==> src/rtl/trig_sequencer_808_if.sv <==
// Pattern-write bus for the 808 trig sequencer: one 2-bit step entry per strobe.
interface trig_sequencer_808_if #(
    parameter int unsigned NUM_STEPS = 16
);
    localparam int unsigned IDX_BITS = $clog2(NUM_STEPS);

    logic                pattern_we;
    logic [IDX_BITS-1:0] pattern_addr;
    logic [1:0]          pattern_wdata;

    modport master (output pattern_we, output pattern_addr, output pattern_wdata);
    modport slave  (input  pattern_we, input  pattern_addr, input  pattern_wdata);
endinterface

==> src/rtl/trig_sequencer_808.sv <==
// Tempo-locked step sequencer driving the trig/accent inputs of the 808 one-shot voice.
// Steps are counted in sample ticks recovered from pblrc; each hit fires a clamped-length gate.
module trig_sequencer_808 #(
    parameter int unsigned NUM_STEPS  = 16,
    parameter int unsigned TEMPO_BITS = 16,
    parameter int unsigned GATE_BITS  = 8
) (
    input  logic                         mclk,
    input  logic                         rst,
    input  logic                         pblrc,
    input  logic                         run,
    input  logic [TEMPO_BITS-1:0]        step_period,
    input  logic [GATE_BITS-1:0]         gate_len,
    input  logic [$clog2(NUM_STEPS)-1:0] last_step,
    trig_sequencer_808_if.slave          pat,
    output logic                         trig,
    output logic                         accent,
    output logic [$clog2(NUM_STEPS)-1:0] step_idx,
    output logic                         step_tick
);
    localparam int unsigned IDX_BITS = $clog2(NUM_STEPS);
    localparam int unsigned CMP_BITS = (TEMPO_BITS > GATE_BITS) ? TEMPO_BITS : GATE_BITS;

    typedef enum logic [0:0] {STOPPED = 1'b0, RUNNING = 1'b1} state_t;

    state_t                state;
    state_t                state_nxt;
    logic                  pb_s1, pb_s2, pb_s3, tick;
    logic [TEMPO_BITS-1:0] sample_cnt;
    logic [TEMPO_BITS-1:0] period_q;
    logic [GATE_BITS-1:0]  gate_cnt;
    logic [1:0]            pattern [NUM_STEPS];

    logic [TEMPO_BITS-1:0] period_c;
    logic [CMP_BITS-1:0]   gate_ext_c;
    logic [CMP_BITS-1:0]   limit_ext_c;
    logic [GATE_BITS-1:0]  gate_c;
    logic [IDX_BITS-1:0]   next_idx_c;
    logic [1:0]            entry_c;
    logic                  active_c;

    always_ff @(posedge mclk) begin
        if (rst) state <= STOPPED;
        else     state <= state_nxt;
    end

    always_comb begin
        state_nxt = state;
        case (state)
            STOPPED: if (run)  state_nxt = RUNNING;
            RUNNING: if (!run) state_nxt = STOPPED;
            default:           state_nxt = STOPPED;
        endcase
    end

    // pblrc synchronizer and rising-edge sample tick
    always_ff @(posedge mclk) begin
        if (rst) begin
            pb_s1 <= 1'b0;
            pb_s2 <= 1'b0;
            pb_s3 <= 1'b0;
            tick  <= 1'b0;
        end else begin
            pb_s1 <= pblrc;
            pb_s2 <= pb_s1;
            pb_s3 <= pb_s2;
            tick  <= pb_s2 & ~pb_s3;
        end
    end

    // Gate is clamped to P-1 so trig always drops for a tick before the next boundary
    always_comb begin
        period_c    = (step_period < TEMPO_BITS'(2)) ? TEMPO_BITS'(2) : step_period;
        gate_ext_c  = CMP_BITS'(gate_len);
        limit_ext_c = CMP_BITS'(period_c - TEMPO_BITS'(1));
        gate_c      = GATE_BITS'((gate_ext_c < limit_ext_c) ? gate_ext_c : limit_ext_c);
        next_idx_c  = (step_idx >= last_step) ? '0 : step_idx + IDX_BITS'(1);
        active_c    = (state == RUNNING) && run;
        entry_c     = pattern[step_idx];
    end

    always_ff @(posedge mclk) begin
        if (rst) begin
            sample_cnt <= '0;
            period_q   <= TEMPO_BITS'(2);
            gate_cnt   <= '0;
            trig       <= 1'b0;
            accent     <= 1'b0;
            step_idx   <= '0;
            step_tick  <= 1'b0;
            for (int i = 0; i < int'(NUM_STEPS); i++) pattern[i] <= 2'b00;
        end else begin
            step_tick <= 1'b0;
            if (pat.pattern_we) pattern[pat.pattern_addr] <= pat.pattern_wdata;

            if (!active_c) begin
                sample_cnt <= '0;
                gate_cnt   <= '0;
                trig       <= 1'b0;
                step_idx   <= '0;
            end else if (tick) begin
                if (sample_cnt == '0) begin
                    // step boundary: latch timing and fire the stored hit
                    step_tick  <= 1'b1;
                    period_q   <= period_c;
                    sample_cnt <= TEMPO_BITS'(1);
                    if (entry_c[0]) begin
                        trig     <= (gate_c != '0);
                        accent   <= entry_c[1];
                        gate_cnt <= gate_c;
                    end
                end else begin
                    if (sample_cnt == period_q - TEMPO_BITS'(1)) begin
                        sample_cnt <= '0;
                        step_idx   <= next_idx_c;
                    end else begin
                        sample_cnt <= sample_cnt + TEMPO_BITS'(1);
                    end
                    if (gate_cnt != '0) begin
                        gate_cnt <= gate_cnt - GATE_BITS'(1);
                        if (gate_cnt == GATE_BITS'(1)) trig <= 1'b0;
                    end
                end
            end
        end
    end
endmodule
==> src/flat_wrapper.sv <==
// flat-port wrapper written by rule: the top's interface ports become plain ports
module trig_sequencer_808_flat 
#(
    parameter int unsigned NUM_STEPS  = 16,
    parameter int unsigned TEMPO_BITS = 16,
    parameter int unsigned GATE_BITS  = 8
)
  (mclk, rst, pblrc, run, step_period, gate_len, last_step, trig, accent, step_idx, step_tick, pat_pattern_we, pat_pattern_addr, pat_pattern_wdata);
  trig_sequencer_808_if #(.NUM_STEPS(NUM_STEPS)) pat_i ();
  input  logic mclk;
  input  logic rst;
  input  logic pblrc;
  input  logic run;
  input  logic [TEMPO_BITS-1:0] step_period;
  input  logic [GATE_BITS-1:0] gate_len;
  input  logic [$clog2(NUM_STEPS)-1:0] last_step;
  output logic trig;
  output logic accent;
  output logic [$clog2(NUM_STEPS)-1:0] step_idx;
  output logic step_tick;
  input wire logic [$bits(pat_i.pattern_we)-1:0] pat_pattern_we;
  input wire logic [$bits(pat_i.pattern_addr)-1:0] pat_pattern_addr;
  input wire logic [$bits(pat_i.pattern_wdata)-1:0] pat_pattern_wdata;
  assign pat_i.pattern_we = pat_pattern_we;
  assign pat_i.pattern_addr = pat_pattern_addr;
  assign pat_i.pattern_wdata = pat_pattern_wdata;
  trig_sequencer_808 #(.NUM_STEPS(NUM_STEPS), .TEMPO_BITS(TEMPO_BITS), .GATE_BITS(GATE_BITS)) u_core (.mclk(mclk), .rst(rst), .pblrc(pblrc), .run(run), .step_period(step_period), .gate_len(gate_len), .last_step(last_step), .pat(pat_i), .trig(trig), .accent(accent), .step_idx(step_idx), .step_tick(step_tick));
endmodule
==> config.mk <==
export PLATFORM = sky130hd
export DESIGN_NAME = trig_sequencer_808_flat
export DESIGN_NICKNAME = d
export VERILOG_FILES = /design/src/rtl/trig_sequencer_808_if.sv /design/src/rtl/trig_sequencer_808.sv /design/src/flat_wrapper.sv
export SDC_FILE = /design/constraint.sdc
export NUM_CORES = 1
export LEC_CHECK = 0
export ABC_CLOCK_PERIOD_IN_PS = 11100
export CAP_MARGIN = 20
export CORE_ASPECT_RATIO = 2
export CORE_MARGIN = 5
export CORE_UTILIZATION = 55
export CTS_BUF_LIST = sky130_fd_sc_hd__clkbuf_4
export CTS_CLUSTER_SIZE = 25
export DETAILED_ROUTE_END_ITERATION = 6
export PLACE_DENSITY = 0.85
export SYNTH_ARGS = -nofsm -noshare
export SYNTH_HDL_FRONTEND = slang
export SYNTH_SLANG_ARGS = --single-unit
==> constraint.sdc <==
create_clock -name mclk -period 11.1 [get_ports mclk]
set_clock_uncertainty 0.05 [all_clocks]
set_input_delay 2.775 -clock mclk [delete_from_list [all_inputs] [get_ports mclk]]
set_output_delay 2.775 -clock mclk [all_outputs]
set_load 0.05 [all_outputs]
# Yosys cells after proc, flatten, opt, wreduce, memory -nomap -nowiden
# Memories as Yosys holds them, arrays and structs flattened. A register that Yosys moved wholly into a read port is not among the register bits.
# Index checks and enable logic that the tools add are counted.
totals:
  mem_bits_rw: 32
  ff_bits: 52
  mem_count: 1
  elab_cells: 67
op_classes:
  eq_ne: 3
  reduce_logical: 14
  magnitude_cmp: 3
  bitwise_logic: 5
  addsub: 5
  mux: 24
memory_table:
  columns: ["name", "depth", "word_bits", "read_ports", "rd_clocked_by_memory_dff", "write_ports", "line_no", "source"]
  rows:
  - ["u_core.pattern", 16, 2, 1, 1, 16, "trig_sequencer_808.sv:32", "logic [1:0] pattern [NUM_STEPS];"]
ops:
  columns: ["cell", "n"]
  rows:
  - ["$mux 16", 3]
  - ["$mux 8", 4]
  - ["$sub 16x1->16 const B", 2]
  - ["$add 16x1->16 const B", 1]
  - ["$eq 16x16->1", 1]
  - ["$logic_not 16->1", 1]
  - ["$lt 16x2->1 const B", 1]
  - ["$lt 8x16->1", 1]
  - ["$mux 4", 4]
  - ["$reduce_bool 8->1", 2]
  - ["$mux 1", 12]
  - ["$reduce_and 3->1", 3]
  - ["$eq 8x1->1 const B", 1]
  - ["$reduce_and 4->1", 2]
  - ["$sub 8x1->8 const B", 1]
  - ["$add 4x1->4 const B", 1]
  - ["$ge 4x4->1", 1]
  - ["$not 1->1", 4]
  - ["$reduce_bool 2->1", 2]
  - ["$reduce_or 2->1", 2]
  - ["$reduce_or 3->1", 1]
  - ["$mux 2", 1]
  - ["$ne 2x1->1 const B", 1]
  - ["$and 1x1->1", 1]
  - ["$logic_and 1x1->1", 1]

# Depth between registers and ports, before layout
depth:
  word_depth: 8
  depth_mapped: 17
  ltp_nobuf: 16

# Worst setup path after synthesis
# No wires, ideal clock.
synth_path:
  kind: "input port to flip-flop"
  startpoint: "input step_period[5]"
  endpoint: "register u_core.gate_cnt[2]"
  setup_time_ns: 0.119
  slack_ns: 4.614
  required_time_ns: 10.931
  path_buffers: 1
  cell_stages: 16
  arrival_time_ns: 6.317
  path_cell_list: "nor4_1 nand2_1 o31ai_1 ha_1 nor3b_1 xor2_1 inv_1 ha_1 and4_1 o21ai_0 a221o_1 a31oi_2 buf_4 mux2i_1 a211oi_1 nor2_1"
synth_between:
  elab_chain_len: 7
synth_rtl:
  columns: ["item", "line_no", "source"]
  rows:
  - ["start, declared", "flat_wrapper.sv:14", "input logic [TEMPO_BITS-1:0] step_period;"]
  - ["$lt 16x2->1", "trig_sequencer_808.sv:73", "period_c = (step_period < TEMPO_BITS'(2)) ? TEMPO_BITS'(2) : step_period;"]
  - ["$mux 16 *", "trig_sequencer_808.sv:73", null]
  - ["$sub 16x1->16 *", "trig_sequencer_808.sv:75", "limit_ext_c = CMP_BITS'(period_c - TEMPO_BITS'(1));"]
  - ["$lt 8x16->1", "trig_sequencer_808.sv:76", "gate_c = GATE_BITS'((gate_ext_c < limit_ext_c) ? gate_ext_c : limit_ext_c);"]
  - ["$mux 8 *", "trig_sequencer_808.sv:76", null]
  - ["$mux 8 *", "trig_sequencer_808.sv:107", "if (entry_c[0]) begin"]
  - ["$mux 8 *", "trig_sequencer_808.sv:102", "if (sample_cnt == '0) begin"]
  - ["end signal, assigned", "trig_sequencer_808.sv:110", "gate_cnt <= gate_c;"]
  - ["end signal, assigned", "trig_sequencer_808.sv:120", "gate_cnt <= gate_cnt - GATE_BITS'(1);"]
  - ["end, declared", "trig_sequencer_808.sv:31", "logic [GATE_BITS-1:0] gate_cnt;"]
# Every way passes the cells marked *; elsewhere a longest branch is shown, timed or not. The select of a mux whose other input is x is not followed.
# A chain may end at the register's enable or synchronous reset.

# Worst setup path in the final report
layout_path:
  startpoint: "input step_period[4]"
  endpoint: "register u_core.gate_cnt[4]"
# Same word-level chain as after synthesis.

==> impl_metrics.csv <==
group,metric,value,unit
routing,drt_wl_total,13040,um
critical_path,path_class,"input port to flip-flop",
clock_network,cts_tree,"yes",
grt,grt_pass1_vias,4730,
pwr,ir_worst_vdd,0.08593,mV
cells_and_area,area_growth,11.75,%
critical_path,worstPathRequired,11430,ps
critical_path,end_kind,"flip-flop",
clock_network,numCtsBuffers,9,
timing,hold_slack,348.3,ps
timing,finalCritPeriodShare,0.6681,
cells_and_area,final_nets,661,
timing,fmax,134.8,MHz
timing,slew_violations,0,
synthesis,syn_nets,631,
critical_path,critPathArrivalTime,7740,ps
synthesis,synth_area_per_cell,9.144,sq um
routing,firstDrtPassIters,7,
routing,wl_per_cell,18.26,um
timing,rsz0062_at_grt,"false",
synthesis,syn_area,5249,sq um
synthesis,synth_cell_types,59,
timing,tightestPinTransition,992.4,ps
synthesis,async_flop_share,0,
synthesis,synth-seq-area-share,0.3967,
grt,grt_pass1_wl,21430,um
critical_path,critPathLaunchType,"input port",
floorplan,start_util,0.5593,
clock_network,htree_levels,3,
status,outcome,"finished, violations left",
place,port_buffers,45,
synthesis,synthFlopType,"dfxtp_1",
critical_path,crit_chain,"clkdlybuf4s50_1 > nor4_1 > nand2_1 > o31ai_1 > ha_1 > nor3b_1 > xor2_1 > inv_1 > ha_1 > and4_1 > o21ai_0 > a221o_1 > a31oi_2 > mux2i_1 > o221ai_1 > and2_1",
critical_path,cp_common_cell,"ha_1",
cells_and_area,multi_input_area,2953,sq um
cells_and_area,seqCellArea,2082,sq um
clock_network,holdBufCountCts,0,
grt,grt_antenna_before_repair,1,
clock_network,insertion_delay,460,ps
floorplan,row_count,50,
critical_path,crit_path_top_delay_cell,"nor4_1",
cells_and_area,final_common_cell,"nor2_1",
floorplan,die_x,79.08,um
synthesis,synthCells,574,
run,maxCapViolations,0,
floorplan,die_area,11720,sq um
cells_and_area,final_cell_mix,"nor2_1 (60), dfxtp_1 (56), clkdlybuf4s50_1 (45), nand2_1 (37), and2_1 (35)",
cells_and_area,drive_above_1_share,0.08210,
critical_path,slowest_delay,650,ps
clock_network,root_buffer,"clkbuf_4",
grt,grt_use_total,0.2335,
timing,tns,0,ps
timing,setup-violations-final,0,
clock_network,cts_buffer_depth,2,
routing,num_vias,4512,
pwr,p_leak,2.236,nW
clock_network,clkSinkCount,88,
clock_network,clkTransAtPathRegs,150,ps
clock_network,ctsResizeCount,0,
routing,drt_iter0_markers,359,
pwr,p_per_area,99.28,nW/um^2
grt,grt_max_degree,41,
routing,route.detailed.drc,2,
timing,layout_min_cycle_time,7416,ps
status,violations,"DRC",
worst_hold_path,hold_path.class,"flip-flop to flip-flop",
place,gp_congestion,0.8882,
synthesis,yosysWarnings,0,
floorplan,ios,46,
timing,hold_viol,0,
routing,vias_per_cell,6.319,
critical_path,crit_path_max_fanout,13,
timing,slew_headroom,0.3384,
routing,ant_nets,0,
pwr,power,0.5823,mW
floorplan,die_y,148.2,um
place,dp_hpwl,10050,um
floorplan,core,9384,sq um
clock_network,cts_setup_buffers,0,
synthesis,ys_seq_elements,88,
grt,grt.overflow.total,0,
cells_and_area,final.fill_count,776,
synthesis,synth_edf_count,32,
==> state kept, by name, summed over array words and instances (netlist names), 4 cells and up, named ones only <==
register	count
u_core.step_idx	4
u_core.sample_cnt	16
u_core.period_q	16
u_core.gate_cnt	8
u_core.pattern	32
==> cell usage after synthesis, drive strengths merged, types with 5 or more instances <==
master | count | area share
a211oi | 5 | 0.0072
a21oi | 21 | 0.020
a31oi | 9 | 0.012
and2 | 35 | 0.042
and3 | 9 | 0.011
buf | 6 | 0.0064
clkbuf | 22 | 0.016
dfxtp | 56 | 0.21
edfxtp | 32 | 0.18
ha | 18 | 0.043
inv | 26 | 0.019
mux2i | 22 | 0.042
mux4 | 10 | 0.043
nand2 | 37 | 0.026
nand2b | 7 | 0.0083
nand3 | 29 | 0.028
nand4 | 10 | 0.013
nor2 | 60 | 0.043
nor2b | 8 | 0.0095
nor3 | 14 | 0.013
nor4 | 14 | 0.020
o211ai | 6 | 0.0086
o21ai | 15 | 0.014
o31ai | 5 | 0.0072
or2 | 18 | 0.021
or3 | 6 | 0.0072
xnor2 | 15 | 0.025
xor2 | 16 | 0.027
==> path summary, 6_finish.rpt <==
path                           start                  to  slack, ps  cells past startpoint
setup / recovery      step_period[4]  u_core.gate_cnt[4]       3680                     16
hold / removal          u_core.pb_s3         u_core.tick        350                      1
setup reg to reg  u_core.period_q[0]           flip-flop       7560                      9
hold reg to reg         u_core.pb_s3         u_core.tick        350                      1
==> stage by stage <==
| step | setup WS, ps | cell area [sq um] | cells | util |
|---|---|---|---|---|
| after floorplan | 4614 | 5249 | 574 | - |
| after global placement | 3347 | 5728 | 697 | 0.6104 |
| after detailed placement | 3285 | 5728 | 697 | 0.6104 |
| after CTS | 3755 | 5863 | 713 | 0.6248 |
| after global routing | 3178 | 5866 | 714 | 0.6251 |
| final | 3684 | 5866 | 714 | 0.6251 |
==> report_power, final <==
group	internal, mW	switching, mW
Combinational	0.0282	0.0292
Clock	0.0701	0.111
Sequential	0.341	0.00283
==> cell families after synthesis <==
family          after synthesis  share of synthesized area
simple gates                265                     0.2706
flops                        88                     0.3967
compound gates               85                     0.1104
buf+inv                      54                    0.04076
mux                          33                    0.08701
xor+xnor                     31                    0.05173
fa+ha+maj                    18                    0.04291
==> worst max-delay path: cells and delay by family <==
kind            cells  cell delay [ps]
compound gates      5             1740
simple gates        5             1490
fa+ha+maj           2              640
buf+inv             2              580
mux                 1              280
xor+xnor            1              220
==> area by class of cell <==
class / count / share of cell area
flip-flops and latches: 88 / 0.3549
multi-input cells: 432 / 0.5034
inverters: 26 / 0.01664
clock inverters: 6 / 0.01024
well taps: 104 / 0.02218
clock buffers: 10 / 0.01280
repair buffers: 47 / 0.07935
diodes: 1 / 0.0004266
==> metal layers <==
layer  part of all wire  vias to the layer above  GRT usage
li1                   -                     2134          -
met1               0.33                     2124     0.2135
met2               0.57                      185     0.4565
met3              0.043                       69    0.03758
met4              0.054                        0     0.1454
met5                  0                        -          0
Note: power is estimated with default switching activity, not from simulation.
